$ cat config.mk
export PLATFORM = sky130hd
export DESIGN_NAME = pipelined_addsub
export DESIGN_NICKNAME = d
export VERILOG_FILES = /design/src/rtl/pipelined_addsub.sv
export SDC_FILE = /design/constraint.sdc
export NUM_CORES = 1
export LEC_CHECK = 0
export BUFFER_PORTS_ARGS = -buffer_cell sky130_fd_sc_hd__buf_2
export CAP_MARGIN = 40
export CORE_MARGIN = 10
export CORE_UTILIZATION = 58
export DETAILED_ROUTE_END_ITERATION = 12
export PLACE_DENSITY_LB_ADDON = 0.2
export SYNTH_ARGS = -nofsm -noshare
export SYNTH_HDL_FRONTEND = slang
export SYNTH_SLANG_ARGS = --single-unit
export TNS_END_PERCENT = 100
$ cat constraint.sdc
create_clock -name clk -period 5.7 [get_ports clk]
set_input_delay 1.14 -clock clk [delete_from_list [all_inputs] [get_ports clk]]
set_output_delay 1.14 -clock clk [all_outputs]
set_load 0.02 [all_outputs]
$ cat src/rtl/pipelined_addsub.sv
// Pipelined two's-complement adder/subtractor: WIDTH-bit add split into STAGE_W-bit slices, one register stage per slice.
// Optional signed saturation of s on overflow when PIPELINED_ADDSUB_SAT_EN is defined.
module pipelined_addsub #(
    parameter int WIDTH   = 32,
    parameter int STAGE_W = 16
) (
    input  logic                    clk,
    input  logic                    rst_n,
    input  logic                    in_valid,
    output logic                    in_ready,
    input  logic signed [WIDTH-1:0] a,
    input  logic signed [WIDTH-1:0] b,
    input  logic                    cin,
    input  logic                    sign,
    input  logic                    comp_e,
    output logic                    out_valid,
    input  logic                    out_ready,
    output logic signed [WIDTH-1:0] s,
    output logic                    cout,
    output logic                    cout_1,
    output logic                    ovf
);
    localparam int NSTG = WIDTH / STAGE_W;

    logic             en;
    logic             accept;
    logic [WIDTH-1:0] xb_in;
    logic             c0;

    // The whole pipe freezes only when a finished result is waiting on the consumer.
    assign en       = !(out_valid && !out_ready);
    assign in_ready = en;
    assign accept   = in_valid && en;
    assign xb_in    = b ^ {WIDTH{sign}};
    assign c0       = comp_e ? sign : cin;

`ifdef PIPELINED_ADDSUB_SAT_EN
    function automatic logic [WIDTH-1:0] sat_result(input logic [WIDTH-1:0] raw,
                                                    input logic             v,
                                                    input logic             amsb);
        if (v)
            return amsb ? {1'b1, {(WIDTH-1){1'b0}}} : {1'b0, {(WIDTH-1){1'b1}}};
        return raw;
    endfunction
`endif

    for (genvar k = 0; k < NSTG; k++) begin : g_stg
        localparam int LO = k * STAGE_W;
        localparam int UP = LO + STAGE_W;

        logic [STAGE_W-1:0] a_sl;
        logic [STAGE_W-1:0] b_sl;
        logic               c_in;
        logic               v_in;
        logic [UP-1:0]      sum_d;
        logic [STAGE_W:0]   add;
        logic               vld_p;
        logic               cy_p;
        logic [UP-1:0]      sum_p;

        // Stage boundary: slice k of the operands enters from the inputs or the previous stage's skew registers.
        if (k == 0) begin : g_src
            assign a_sl  = a[STAGE_W-1:0];
            assign b_sl  = xb_in[STAGE_W-1:0];
            assign c_in  = c0;
            assign v_in  = accept;
            assign sum_d = add[STAGE_W-1:0];
        end else begin : g_src
            assign a_sl  = g_stg[k-1].g_hi.a_hi_p[STAGE_W-1:0];
            assign b_sl  = g_stg[k-1].g_hi.xb_hi_p[STAGE_W-1:0];
            assign c_in  = g_stg[k-1].cy_p;
            assign v_in  = g_stg[k-1].vld_p;
            assign sum_d = {add[STAGE_W-1:0], g_stg[k-1].sum_p};
        end

        assign add = {1'b0, a_sl} + {1'b0, b_sl} + {{STAGE_W{1'b0}}, c_in};

        always_ff @(posedge clk or negedge rst_n) begin
            if (!rst_n)
                vld_p <= 1'b0;
            else if (en)
                vld_p <= v_in;
        end

        if (k < NSTG - 1) begin : g_hi
            logic [WIDTH-UP-1:0] a_hi_d;
            logic [WIDTH-UP-1:0] xb_hi_d;
            logic [WIDTH-UP-1:0] a_hi_p;
            logic [WIDTH-UP-1:0] xb_hi_p;

            if (k == 0) begin : g_hsrc
                assign a_hi_d  = a[WIDTH-1:UP];
                assign xb_hi_d = xb_in[WIDTH-1:UP];
            end else begin : g_hsrc
                assign a_hi_d  = g_stg[k-1].g_hi.a_hi_p[WIDTH-LO-1:STAGE_W];
                assign xb_hi_d = g_stg[k-1].g_hi.xb_hi_p[WIDTH-LO-1:STAGE_W];
            end

            always_ff @(posedge clk) begin
                if (en) begin
                    a_hi_p  <= a_hi_d;
                    xb_hi_p <= xb_hi_d;
                    sum_p   <= sum_d;
                    cy_p    <= add[STAGE_W];
                end
            end
        end else begin : g_last
            logic c1_d;
            logic c1_p;
`ifdef PIPELINED_ADDSUB_SAT_EN
            logic amsb_p;
`endif
            // Carry into the MSB recovered from the MSB sum bit and its two operand bits.
            assign c1_d = add[STAGE_W-1] ^ a_sl[STAGE_W-1] ^ b_sl[STAGE_W-1];

            always_ff @(posedge clk or negedge rst_n) begin
                if (!rst_n) begin
                    sum_p  <= '0;
                    cy_p   <= 1'b0;
                    c1_p   <= 1'b0;
`ifdef PIPELINED_ADDSUB_SAT_EN
                    amsb_p <= 1'b0;
`endif
                end else if (en) begin
                    sum_p  <= sum_d;
                    cy_p   <= add[STAGE_W];
                    c1_p   <= c1_d;
`ifdef PIPELINED_ADDSUB_SAT_EN
                    amsb_p <= a_sl[STAGE_W-1];
`endif
                end
            end
        end
    end

    assign out_valid = g_stg[NSTG-1].vld_p;
    assign cout      = g_stg[NSTG-1].cy_p;
    assign cout_1    = g_stg[NSTG-1].g_last.c1_p;
    assign ovf       = cout ^ cout_1;
`ifdef PIPELINED_ADDSUB_SAT_EN
    assign s = sat_result(g_stg[NSTG-1].sum_p, ovf, g_stg[NSTG-1].g_last.amsb_p);
`else
    assign s = g_stg[NSTG-1].sum_p;
`endif

endmodule

# ---- Yosys cells after proc, flatten, opt, wreduce, memory -nomap -nowiden
# Index checks and enable logic that the tools add are counted.
dict set report word_totals {
  register_bits 85
  wordCells 22
  inputBits 71
  out_inout_bits 37
}
dict set report classes {
  reduce_logical 4
  bitwise 4
  add_sub_neg 4
  muxes 1
}
# cell count
set ops {}
lappend ops {{$add 16x16->17} 2}
lappend ops {{$add 17x1->17} 2}
lappend ops {{$xor 32x32->32} 1}
lappend ops {{$xor 1x1->1} 3}
lappend ops {{$logic_and 1x1->1} 2}
lappend ops {{$logic_not 1->1} 2}
lappend ops {{$mux 1} 1}

# ---- Logic depth before layout (Yosys ltp)
# Gate-level depths: netlist of the first run.
dict set report depth {
  ltp_word 4
  depth_mapped 12
}

# ---- Worst setup path before layout of the first run
# Ideal clock, no wire load.
dict set report synth_timing {
  path_kind {input to output}
  startpoint {in out_ready}
  endpoint {out in_ready}
  required_time_ns 4.560
  path_slack_ns 1.454
  arrival_ns 3.106
  stages 4
  n_path_buf 2
  path_cell_list {nor2b_1 clkbuf_1 clkinv_1 clkbuf_1}
}
dict set report synth_via {
  elab_chain_len 3
}
# item line
set synth_lines {}
lappend synth_lines {{start, declared} 17} ;# input logic out_ready,
lappend synth_lines {{$logic_not 1->1} 31} ;# assign en = !(out_valid && !out_ready);
lappend synth_lines {{$logic_and 1x1->1} 31}
lappend synth_lines {{$logic_not 1->1} 31}
lappend synth_lines {{end, declared} 10} ;# output logic in_ready,
# No other way between the ends.

# ---- Worst setup path in the final report of the first run
dict set report layout_timing {
  startpoint {in sign}
  endpoint {reg g_stg[0].cy_p, data pin}
}
dict set report layout_via {
  elab_chain_len 3
  word_cells_on_any_way 4
  cone_classes {add/sub (2); mux (1); bitwise (1)}
}
# item line
set layout_lines {}
lappend layout_lines {{start, declared} 14} ;# input logic sign,
lappend layout_lines {{$xor 32x32->32} 34} ;# assign xb_in = b ^ {WIDTH{sign}};
lappend layout_lines {{$add 16x16->17} 76} ;# assign add = {1'b0, a_sl} + {1'b0, b_sl} + {{STAGE_W{1'b0}}, c_in};
lappend layout_lines {{$add 17x1->17 *} 76}
lappend layout_lines {{net g_stg[0].add[16]} 56} ;# logic [STAGE_W:0] add;
lappend layout_lines {{end signal, assigned} 104} ;# cy_p <= add[STAGE_W];
lappend layout_lines {{end, declared} 58} ;# logic cy_p;
# Mark *: on every way through the listed nets, which the timed path passes. The rest lies on a longest branch.
# A chain may end at the register's enable or synchronous reset.

==> results of run 1 <==
==> report_power, final <==
group          internal (W)  total, W  leakage, nW  switching (W)
clock              0.000204  0.000423       0.0960       0.000219
sequential         0.000817  0.000881        0.920      0.0000639
combinational      0.000269  0.000689         1.49       0.000420
==> metrics by stage <==
stage / total power (W) / worst slack, ns / utilization
floorplan: 0.001372 / 1.454 / -
global route: 0.002116 / 1.683 / 0.7044
global placement: 0.001564 / 1.779 / 0.6789
finish: 0.001993 / 1.956 / 0.7044
detailed placement: 0.001589 / 1.614 / 0.6789
CTS: 0.002010 / 1.987 / 0.7044
==> cells by family (layout without fill, tap and decap cells) <==
| family | count (synthesis) | count (layout) | share of synthesized area |
|---|---|---|---|
| compound gates | 92 | 92 | 0.1322 |
| xor+xnor | 57 | 57 | 0.1092 |
| fa+ha+maj | 34 | 34 | 0.09964 |
| buf+inv | 18 | 132 | 0.01478 |
| flops | 85 | 85 | 0.5190 |
| mux | 1 | 1 | 0.002464 |
| simple gates | 134 | 134 | 0.1226 |
==> routing by layer <==
metal / vias to the layer above / share of wire / wire length (um) / GRT usage
met2: 74 / 0.55 / 5058 / 0.3052
met3: 8 / 0.054 / 497 / 0.03835
met1: 1529 / 0.39 / 3639 / 0.1642
met5: - / 0 / 0 / 0
met4: 0 / 0.0084 / 78 / 0.05273
li1: 1694 / - / - / -
==> area by class of cell <==
cell class | instances | area (um^2) | share of cell area
tap | 102 | 127.6 | 0.02357
clock inverter | 7 | 72.57 | 0.01340
multi-input combinational | 318 | 2138 | 0.3949
timing repair buffer | 110 | 558.0 | 0.1030
sequential | 85 | 2372 | 0.4381
inverter | 6 | 22.52 | 0.004159
clock buffer | 9 | 123.9 | 0.02287
==> synthesized netlist by cell type (2+ instances only) <==
| master | instances |
|---|---|
| nand2b_1 | 2 |
| a21oi_1 | 32 |
| o21a_1 | 7 |
| ha_1 | 30 |
| edfxtp_1 | 49 |
| and3_1 | 3 |
| a211oi_1 | 3 |
| xor2_1 | 44 |
| xnor2_1 | 13 |
| dfrtp_1 | 36 |
| clkbuf_1 | 9 |
| nor3_1 | 3 |
| buf_1 | 3 |
| fa_1 | 4 |
| o21ai_0 | 18 |
| a21o_2 | 2 |
| nor2b_1 | 4 |
| nor2_1 | 21 |
| o21ai_1 | 5 |
| o21bai_1 | 2 |
| o31ai_1 | 4 |
| inv_1 | 5 |
| a21o_1 | 7 |
| nand3_1 | 8 |
| nand2_1 | 88 |
==> worst register-to-register path, stage by stage, from the launching register on <==
cell and delay [ns]:
edfxtp_1 0.41, fa_1 0.50, fa_1 0.47, a21o_4 0.27, a2111oi_4 0.39, o21ai_2 0.14, a211oi_2 0.32, o21ai_1 0.11
a41o_1 0.24
==> worst paths after layout <==
path                                     from        endpoint  slack [ns]  depth (start not counted)
setup / recovery                         sign   g_stg[0].cy_p        1.96                         12
max in group asynchronous               rst_n            s[5]        4.29                          1
hold reg to reg            g_stg[0].sum_p[10]           s[10]        0.45                          2
setup reg to reg                g_stg[0].cy_p            cout        2.74                          8
hold / removal             g_stg[0].sum_p[10]           s[10]        0.45                          2
min in group asynchronous               rst_n  g_stg[0].vld_p        0.89                          1
==> state kept, by name (all words and copies together) (netlist names) <==
register            flops
g_stg.g_hi.xb_hi_p     16
cout_1                  1
cout                    1
g_stg.g_hi.a_hi_p      16
g_stg.cy_p              1
s                      32
g_stg.vld_p             1
out_valid               1
g_stg.sum_p            16
==> results.tsv, run 1 <==
stage	metric	value	unit
clocking	post-CTS setup buffers	0	
synthesis	post-synthesis net count	526	
placed_design	Cells after DPL	621	
synthesis	Syn Std Cell Area	0.004571	mm^2
synthesis	asr flop ratio synth	0.4235	
clocking	post-CTS sizing	0	
die	Initial Util	0.5946	
detailed_routing	DRT Pass-1 Iters	4	
power_and_ir_drop	pwr/cell area	368.0	mW/mm^2
hold_path	Hold WC Path Type	flop to flop	
placed_design	global placer's final weighted congestion	0.9297	
detailed_routing	WL/cell	14.56	um
synthesis	cell accounting for the most synthesized area	edfxtp_1	
die	die width	108.8	um
synthesis	largest cells by area after synthesis	edfxtp_1, dfrtp_1, xor2_1	
placed_design	placed cell area	0.005219	mm^2
synthesis	synthesis-stage register bit count	85	
sta	Clock Skew	0.007753	ns
setup_path	data arrival time of the critical path	3.83	ns
sta	Fmax	267.1	MHz
die	Ports	108	
synthesis	Yosys cell types	44	
detailed_routing	Residual DRC	0	
finish	layout cell share with drive strength beyond 1	0.2561	
synthesis	post-synthesis sequential area ratio	0.5190	
clocking	H-tree depth	3	
setup_path	CP Capture Type	flop	
clocking	CTS tree	yes	
placed_design	port bufs	107	
detailed_routing	routed wire length	9.273	mm
detailed_routing	ANT nets after route	0	
synthesis	post-synth top area share	0.3219	
synthesis	Avg Cell Area, Syn	10.86	um^2
sta	Max Transition Viols Final	0	
setup_path	max incr delay on CP	0.45	ns
setup_path	worst path bufs/invs	3	
flow_run	max_cap viols	0	
die	Die ar.	0.01183	mm^2
global_routing	initial antenna violation count	0	
setup_path	Crit path max-delay family	compound AO/OA/AOI/OAI gates	
sta	Max-slew headroom	0.4119	
setup_path	CP Data Required Time	5.79	ns
setup_path	critical path cell sequence	buf_2, buf_4, xor2_1, fa_1, inv_1, fa_1, nor2b_1, o31ai_1, o21ai_0, o21ai_1, o211a_1, o21ai_0	
setup_path	Crit Path Max Fanout	33	
global_routing	GR Util All Layers	0.1588	
global_routing	first-pass GRT wire length	15.16	mm
die	Rows	32	
detailed_routing	via count	3305	
sta	hold slack	0.4476	ns
sta	Final min period	3.744	ns
global_routing	number of global-route vias before repair	3450	
detailed_routing	initial DRC count	80	
sta	setup_tns	0	ns
synthesis	Synth warnings	0	
sta	RSZ-0062 raised after global routing	no	
clocking	CTS Buffer Depth	2	
finish	Post-Layout Cell Count	637	
global_routing	largest net degree at the start of global routing	84	
finish	commonest non-fill, non-tap cell in the layout	buf_2	
sta	final hold violation count	0	
power_and_ir_drop	leakage power	2.504	nW
power_and_ir_drop	Max VDD drop	171.8	uV
clocking	CTS clk-pin slew, worst paths	0.08	ns
clocking	total CTS buffers	9	
synthesis	EDFF count, synth	49	
die	Die Height	108.8	um
clocking	Post-CTS Hold Buffers	0	
die	Core Region	0.007687	mm^2
clocking	latest clock arrival within the worst-skew pair	0.34	ns
clocking	Root Driver	clkbuf_8	
finish	nets@finish	635	
finish	Antenna diodes	0	
setup_path	crit start category	input pin	
placed_design	dpl hpwl	6.999	mm
finish	fillers	587	
finish	area grow syn2layout	18.48	%
finish	most frequent cells in the layout	buf_2, nand2_1, edfxtp_1	
global_routing	GRT overflow	0	
synthesis	ys flop type	edfxtp_1	
sta	actual slew at the worst max-slew pin	0.8821	ns
clocking	# clock sinks	85	
setup_path	slowest CP cell	fa_1	
sta	final setup fails	0	
sta	crit share post-route	0.6569	
setup_path	Setup Crit Path Kind	input pin to flop	
detailed_routing	vias per cell	5.188	
synthesis	Post-Syn Instances	421	
finish	cell area after layout	0.005415	mm^2
status	status	completed	
(Power assumes the default switching activity.)
==> run 2, diff against run 1 <==
--- a/config.mk
+++ b/config.mk
@@ -8,7 +8,7 @@
 export BUFFER_PORTS_ARGS = -buffer_cell sky130_fd_sc_hd__buf_2
 export CAP_MARGIN = 40
 export CORE_MARGIN = 10
-export CORE_UTILIZATION = 58
+export CORE_UTILIZATION = 49
 export DETAILED_ROUTE_END_ITERATION = 12
 export PLACE_DENSITY_LB_ADDON = 0.2
 export SYNTH_ARGS = -nofsm -noshare
==> constraint.sdc (replaced) <==
create_clock -name clk -period 3.2 [get_ports clk]
set_input_delay 0.64 -clock clk [delete_from_list [all_inputs] [get_ports clk]]
set_output_delay 0.64 -clock clk [all_outputs]
set_load 0.02 [all_outputs]
==> results.tsv, run 2 (synthesized netlist as in run 1, its figures left out) <==
stage	metric	value	unit
clocking	Root Driver	clkbuf_8	
finish	max FFs per register	32	
clocking	CTS tree	yes	
clocking	post-CTS setup buffers	0	
sta	final hold violation count	0	
clocking	CTS Buffer Depth	2	
clocking	Post-CTS Hold Buffers	0	
power_and_ir_drop	Max VDD drop	207.8	uV
finish	area grow syn2layout	18.72	%
setup_path	Setup Crit Path Kind	flop to flop	
clocking	post-CTS sizing	0	
die	Die Height	116.6	um
finish	Antenna diodes	0	
die	Ports	108	
global_routing	number of global-route vias before repair	3387	
detailed_routing	DRT Pass-1 Iters	4	
detailed_routing	via count	3254	
sta	Fmax	339.6	MHz
setup_path	CP Data Required Time	3.43	ns
setup_path	worst reg2reg path depth	8	
placed_design	port bufs	107	
hold_path	Hold WC Path Type	input pin to async pin	
clocking	latest clock arrival within the worst-skew pair	0.34	ns
setup_path	worst flop-to-flop path endpoint	cout	
sta	final setup fails	0	
setup_path	worst reg-to-reg setup slack	0.26	ns
sta	Max-slew headroom	0.4515	
clocking	H-tree depth	3	
placed_design	dpl hpwl	7.092	mm
finish	layout cell share with drive strength beyond 1	0.2542	
flow_run	max_cap viols	0	
finish	fillers	781	
setup_path	Worst R2R Start	g_stg[0].cy_p	
clocking	# clock sinks	85	
status	status	completed	
die	Core Region	0.009153	mm^2
die	Die ar.	0.01359	mm^2
setup_path	data arrival time of the critical path	3.18	ns
clocking	CTS clk-pin slew, worst paths	0.09	ns
clocking	total CTS buffers	9	
sta	actual slew at the worst max-slew pin	0.8228	ns
global_routing	GR Util All Layers	0.1448	
detailed_routing	routed wire length	9.439	mm
global_routing	initial antenna violation count	0	
finish	cell area after layout	0.005426	mm^2
sta	Clock Skew	0.009159	ns
setup_path	CP Capture Type	flop	
sta	Final min period	2.944	ns
setup_path	Crit Path Max Fanout	3	
placed_design	global placer's final weighted congestion	0.8935	
placed_design	placed cell area	0.005230	mm^2
power_and_ir_drop	Pwr Total	0.003557	W
power_and_ir_drop	leakage power	2.506	nW
finish	commonest non-fill, non-tap cell in the layout	buf_2	
detailed_routing	WL/cell	14.61	um
die	Initial Util	0.4994	
detailed_routing	vias per cell	5.037	
sta	RSZ-0062 raised after global routing	no	
finish	multi-input logic area	0.002138	mm^2
detailed_routing	ANT nets after route	0	
global_routing	first-pass GRT wire length	15.81	mm
detailed_routing	Residual DRC	0	
finish	nets@finish	635	
die	die width	116.6	um
sta	crit share post-route	0.9201	
finish	most frequent cells in the layout	buf_2, nand2_1, edfxtp_1	
power_and_ir_drop	pwr/cell area	655.5	mW/mm^2
die	Rows	35	
global_routing	GRT overflow	0	
sta	Max Transition Viols Final	0	
finish	Storage cell area	0.002372	mm^2
setup_path	crit start category	flop	
detailed_routing	initial DRC count	189	
global_routing	largest net degree at the start of global routing	67	
[run 2: cell types whose count changed in the layout (fill, tap and decap cells not counted), sizes merged]
cell | before | now
inv | 8 | 9
clkinvlp | 2 | 1
[run 2: power by group]
group	internal [W]	leakage (nW)	total (W)	switching [W]
sequential	0.00145	0.920	0.00157	0.000113
clock	0.000366	0.0981	0.000763	0.000397
combinational	0.000478	1.49	0.00123	0.000748
total	0.00230	2.51	0.00356	0.00126
[run 2: per-stage QoR]
step	setup TNS (ns)	cells	setup WS, ns	hold slack, ns	util
floorplan	0	421	0.06020	0.3444	-
global placement	0	630	0.07156	0.4245	0.5714
detailed placement	-0.01847	630	-0.01847	0.4288	0.5714
CTS	0	646	0.2689	0.4000	0.5929
global route	0	646	0.1186	0.4278	0.5929
finish	0	646	0.2556	0.3883	0.5929
[run 2: routing by layer]
| metal | global-route usage | routed length, um | vias up |
|---|---|---|---|
| met5 | 0 | 0 | - |
| met4 | 0.06096 | 93 | 0 |
| met3 | 0.03338 | 537 | 6 |
| met2 | 0.2466 | 4831 | 77 |
| met1 | 0.1722 | 3977 | 1484 |
| li1 | - | - | 1687 |
[run 2: worst max path at each step]
stage,startpoint,endpoint,slack (ns),cells after the start
after floorplan,sign,g_stg[0].sum_p[14],0.06,12
after global placement,sign,g_stg[0].cy_p,0.07,11
after detailed placement,sign,g_stg[0].cy_p,-0.02,11
after CTS,g_stg[0].cy_p,cout,0.27,8
after global routing,g_stg[0].cy_p,cout,0.12,8
final,g_stg[0].cy_p,cout,0.26,8
[run 2: cell type report]
cell class	count	area share
Tap cell	111	0.02559
Clock buffer	9	0.02283
Timing Repair Buffer	110	0.1028
Inverter	6	0.004150
Clock inverter	7	0.01337
Multi-Input combinational cell	318	0.3941
Sequential cell	85	0.4372
[run 2: worst max-delay path: stages (launching register included)]
cell	delay (ns)
edfxtp_1	0.44
fa_1	0.49
fa_1	0.47
a21o_4	0.27
a2111oi_4	0.37
o21ai_2	0.14
a211oi_2	0.31
o21ai_1	0.11
a41o_1	0.25
==> run 3, diff against run 2 <==
--- a/config.mk
+++ b/config.mk
@@ -5,7 +5,7 @@
 export SDC_FILE = /design/constraint.sdc
 export NUM_CORES = 1
 export LEC_CHECK = 0
-export BUFFER_PORTS_ARGS = -buffer_cell sky130_fd_sc_hd__buf_2
+export BUFFER_PORTS_ARGS = -buffer_cell sky130_fd_sc_hd__clkbuf_2
 export CAP_MARGIN = 40
 export CORE_MARGIN = 10
 export CORE_UTILIZATION = 49
==> results.tsv, run 3 (synthesized netlist as in run 1, its figures left out) <==
stage	metric	value	unit
status	status	completed	
power_and_ir_drop	leakage power	2.537	nW
finish	nets@finish	637	
finish	layout cell share with drive strength beyond 1	0.2588	
clocking	latest clock arrival within the worst-skew pair	0.35	ns
clocking	CTS tree	yes	
sta	RSZ-0062 raised after global routing	no	
setup_path	worst path bufs/invs	0	
clocking	CTS clk-pin slew, worst paths	0.09	ns
finish	Util after Layout	0.5958	
clocking	CTS Buffer Depth	2	
setup_path	crit-path most repeated cell	fa_1	
detailed_routing	DRT Pass-1 Iters	4	
die	Die ar.	0.01359	mm^2
die	Initial Util	0.4994	
clocking	Root Driver	clkbuf_8	
global_routing	number of global-route vias before repair	3463	
setup_path	slowest CP cell	fa_1	
finish	commonest non-fill, non-tap cell in the layout	clkbuf_2	
setup_path	CP Capture Type	flop	
sta	final hold violation count	0	
sta	final setup fails	0	
setup_path	max incr delay on CP	0.48	ns
clocking	total CTS buffers	9	
power_and_ir_drop	Max VDD drop	245.5	uV
detailed_routing	routed wire length	9.568	mm
clocking	H-tree depth	3	
setup_path	CP Data Required Time	3.45	ns
finish	Antenna diodes	0	
clocking	post-CTS setup buffers	0	
setup_path	Crit Path Max Fanout	3	
finish	area grow syn2layout	19.30	%
setup_path	critical path cell sequence	fa_1, fa_1, a21o_4, a2111oi_4, o21ai_2, a211oi_2, o21ai_1, a41o_1	
detailed_routing	WL/cell	14.77	um
placed_design	Cells after DPL	632	
flow_run	max_cap viols	0	
global_routing	GR Util All Layers	0.1432	
finish	max FFs per register	32	
placed_design	dpl hpwl	7.460	mm
setup_path	Setup Crit Path Kind	flop to flop	
sta	Max Transition Viols Final	0	
placed_design	global placer's final weighted congestion	0.9099	
sta	actual slew at the worst max-slew pin	0.5266	ns
die	Rows	35	
detailed_routing	vias per cell	5.059	
clocking	Post-CTS Hold Buffers	0	
power_and_ir_drop	Flop pwr share	0.452	
finish	most frequent cells in the layout	clkbuf_2, nand2_1, edfxtp_1	
detailed_routing	initial DRC count	171	
global_routing	largest net degree at the start of global routing	41	
die	die width	116.6	um
global_routing	initial antenna violation count	0	
power_and_ir_drop	P_sw	0.001263	W
setup_path	crit start category	flop	
die	Die Height	116.6	um
sta	Final min period	2.894	ns
die	Ports	108	
power_and_ir_drop	Int Power	0.002220	W
power_and_ir_drop	Switching Fraction	0.3625	
global_routing	GRT overflow	0	
hold_path	Hold WC Path Type	input pin to async pin	
finish	Post-Layout Cell Count	648	
setup_path	Crit path max-delay family	compound AO/OA/AOI/OAI gates	
power_and_ir_drop	pwr/cell area	638.8	mW/mm^2
sta	Fmax	345.5	MHz
detailed_routing	via count	3278	
power_and_ir_drop	Clock power frac	0.193	
clocking	post-CTS sizing	0	
detailed_routing	Residual DRC	0	
sta	Clock Skew	0.01074	ns
setup_path	data arrival time of the critical path	3.14	ns
die	Core Region	0.009153	mm^2
power_and_ir_drop	combinational power share	0.355	
detailed_routing	ANT nets after route	0	
clocking	# clock sinks	85	
global_routing	first-pass GRT wire length	15.59	mm
placed_design	port bufs	107	
sta	Max-slew headroom	0.6490	
sta	crit share post-route	0.9045	
## run 3: cell count changes in the layout (fill, tap and decap cells not counted), moves of 2 or more
cell      change
buf_2       -107
clkbuf_2    +107
clkinv_4      +2
inv_6         -2
## run 3: per-layer routing
layer / vias up / share of wire / GRT usage
li1: 1697 / - / -
met1: 1490 / 0.40 / 0.1590
met2: 80 / 0.53 / 0.2575
met3: 11 / 0.055 / 0.03544
met4: 0 / 0.014 / 0.05519
met5: - / 0 / 0
## run 3: power groups by stage
stage	Sequential [W]	Combinational [W]	Clock (W)
after floorplan	0.00178	0.000667	0
after global placement	0.00159	0.00121	0
after detailed placement	0.00161	0.00124	0
after CTS	0.00158	0.00125	0.000697
after global routing	0.00161	0.00137	0.000748
final	0.00158	0.00123	0.000672
## run 3: final cells by class
type / instances / area, um^2
Timing Repair Buffer: 112 / 605.6
Clock inverter: 7 / 51.30
Inverter: 6 / 22.52
Fill cell: 779 / 3700
Sequential cell: 85 / 2372
Tap cell: 111 / 138.9
Clock buffer: 9 / 123.9
Multi-Input combinational cell: 318 / 2138
## run 3: metrics by stage
step | power, W | setup TNS (ns) | cell area [um^2] | hold WS [ns] | worst slack (ns)
floorplan | 0.002442 | 0 | 4573 | 0.3444 | 0.06020
global placement | 0.002800 | 0 | 5250 | 0.4245 | 0.07444
detailed placement | 0.002848 | -0.02577 | 5278 | 0.4326 | -0.02577
CTS | 0.003528 | 0 | 5453 | 0.2529 | 0.3269
global route | 0.003730 | 0 | 5453 | 0.2580 | 0.1884
finish | 0.003483 | 0 | 5453 | 0.2549 | 0.3055
## run 3: path summary, 6_finish.rpt
check                                   startpoint  endpoint  slack [ns]  depth (start not counted)
worst max-delay path                 g_stg[0].cy_p      cout        0.31                          8
worst min-delay path                         rst_n     s[18]        0.25                          1
worst max register to register       g_stg[0].cy_p      cout        0.31                          8
worst min register to register  g_stg[0].sum_p[10]     s[10]        0.44                          2
max in group asynchronous                    rst_n     s[24]        2.47                          2
min in group clk                g_stg[0].sum_p[10]     s[10]        0.44                          2
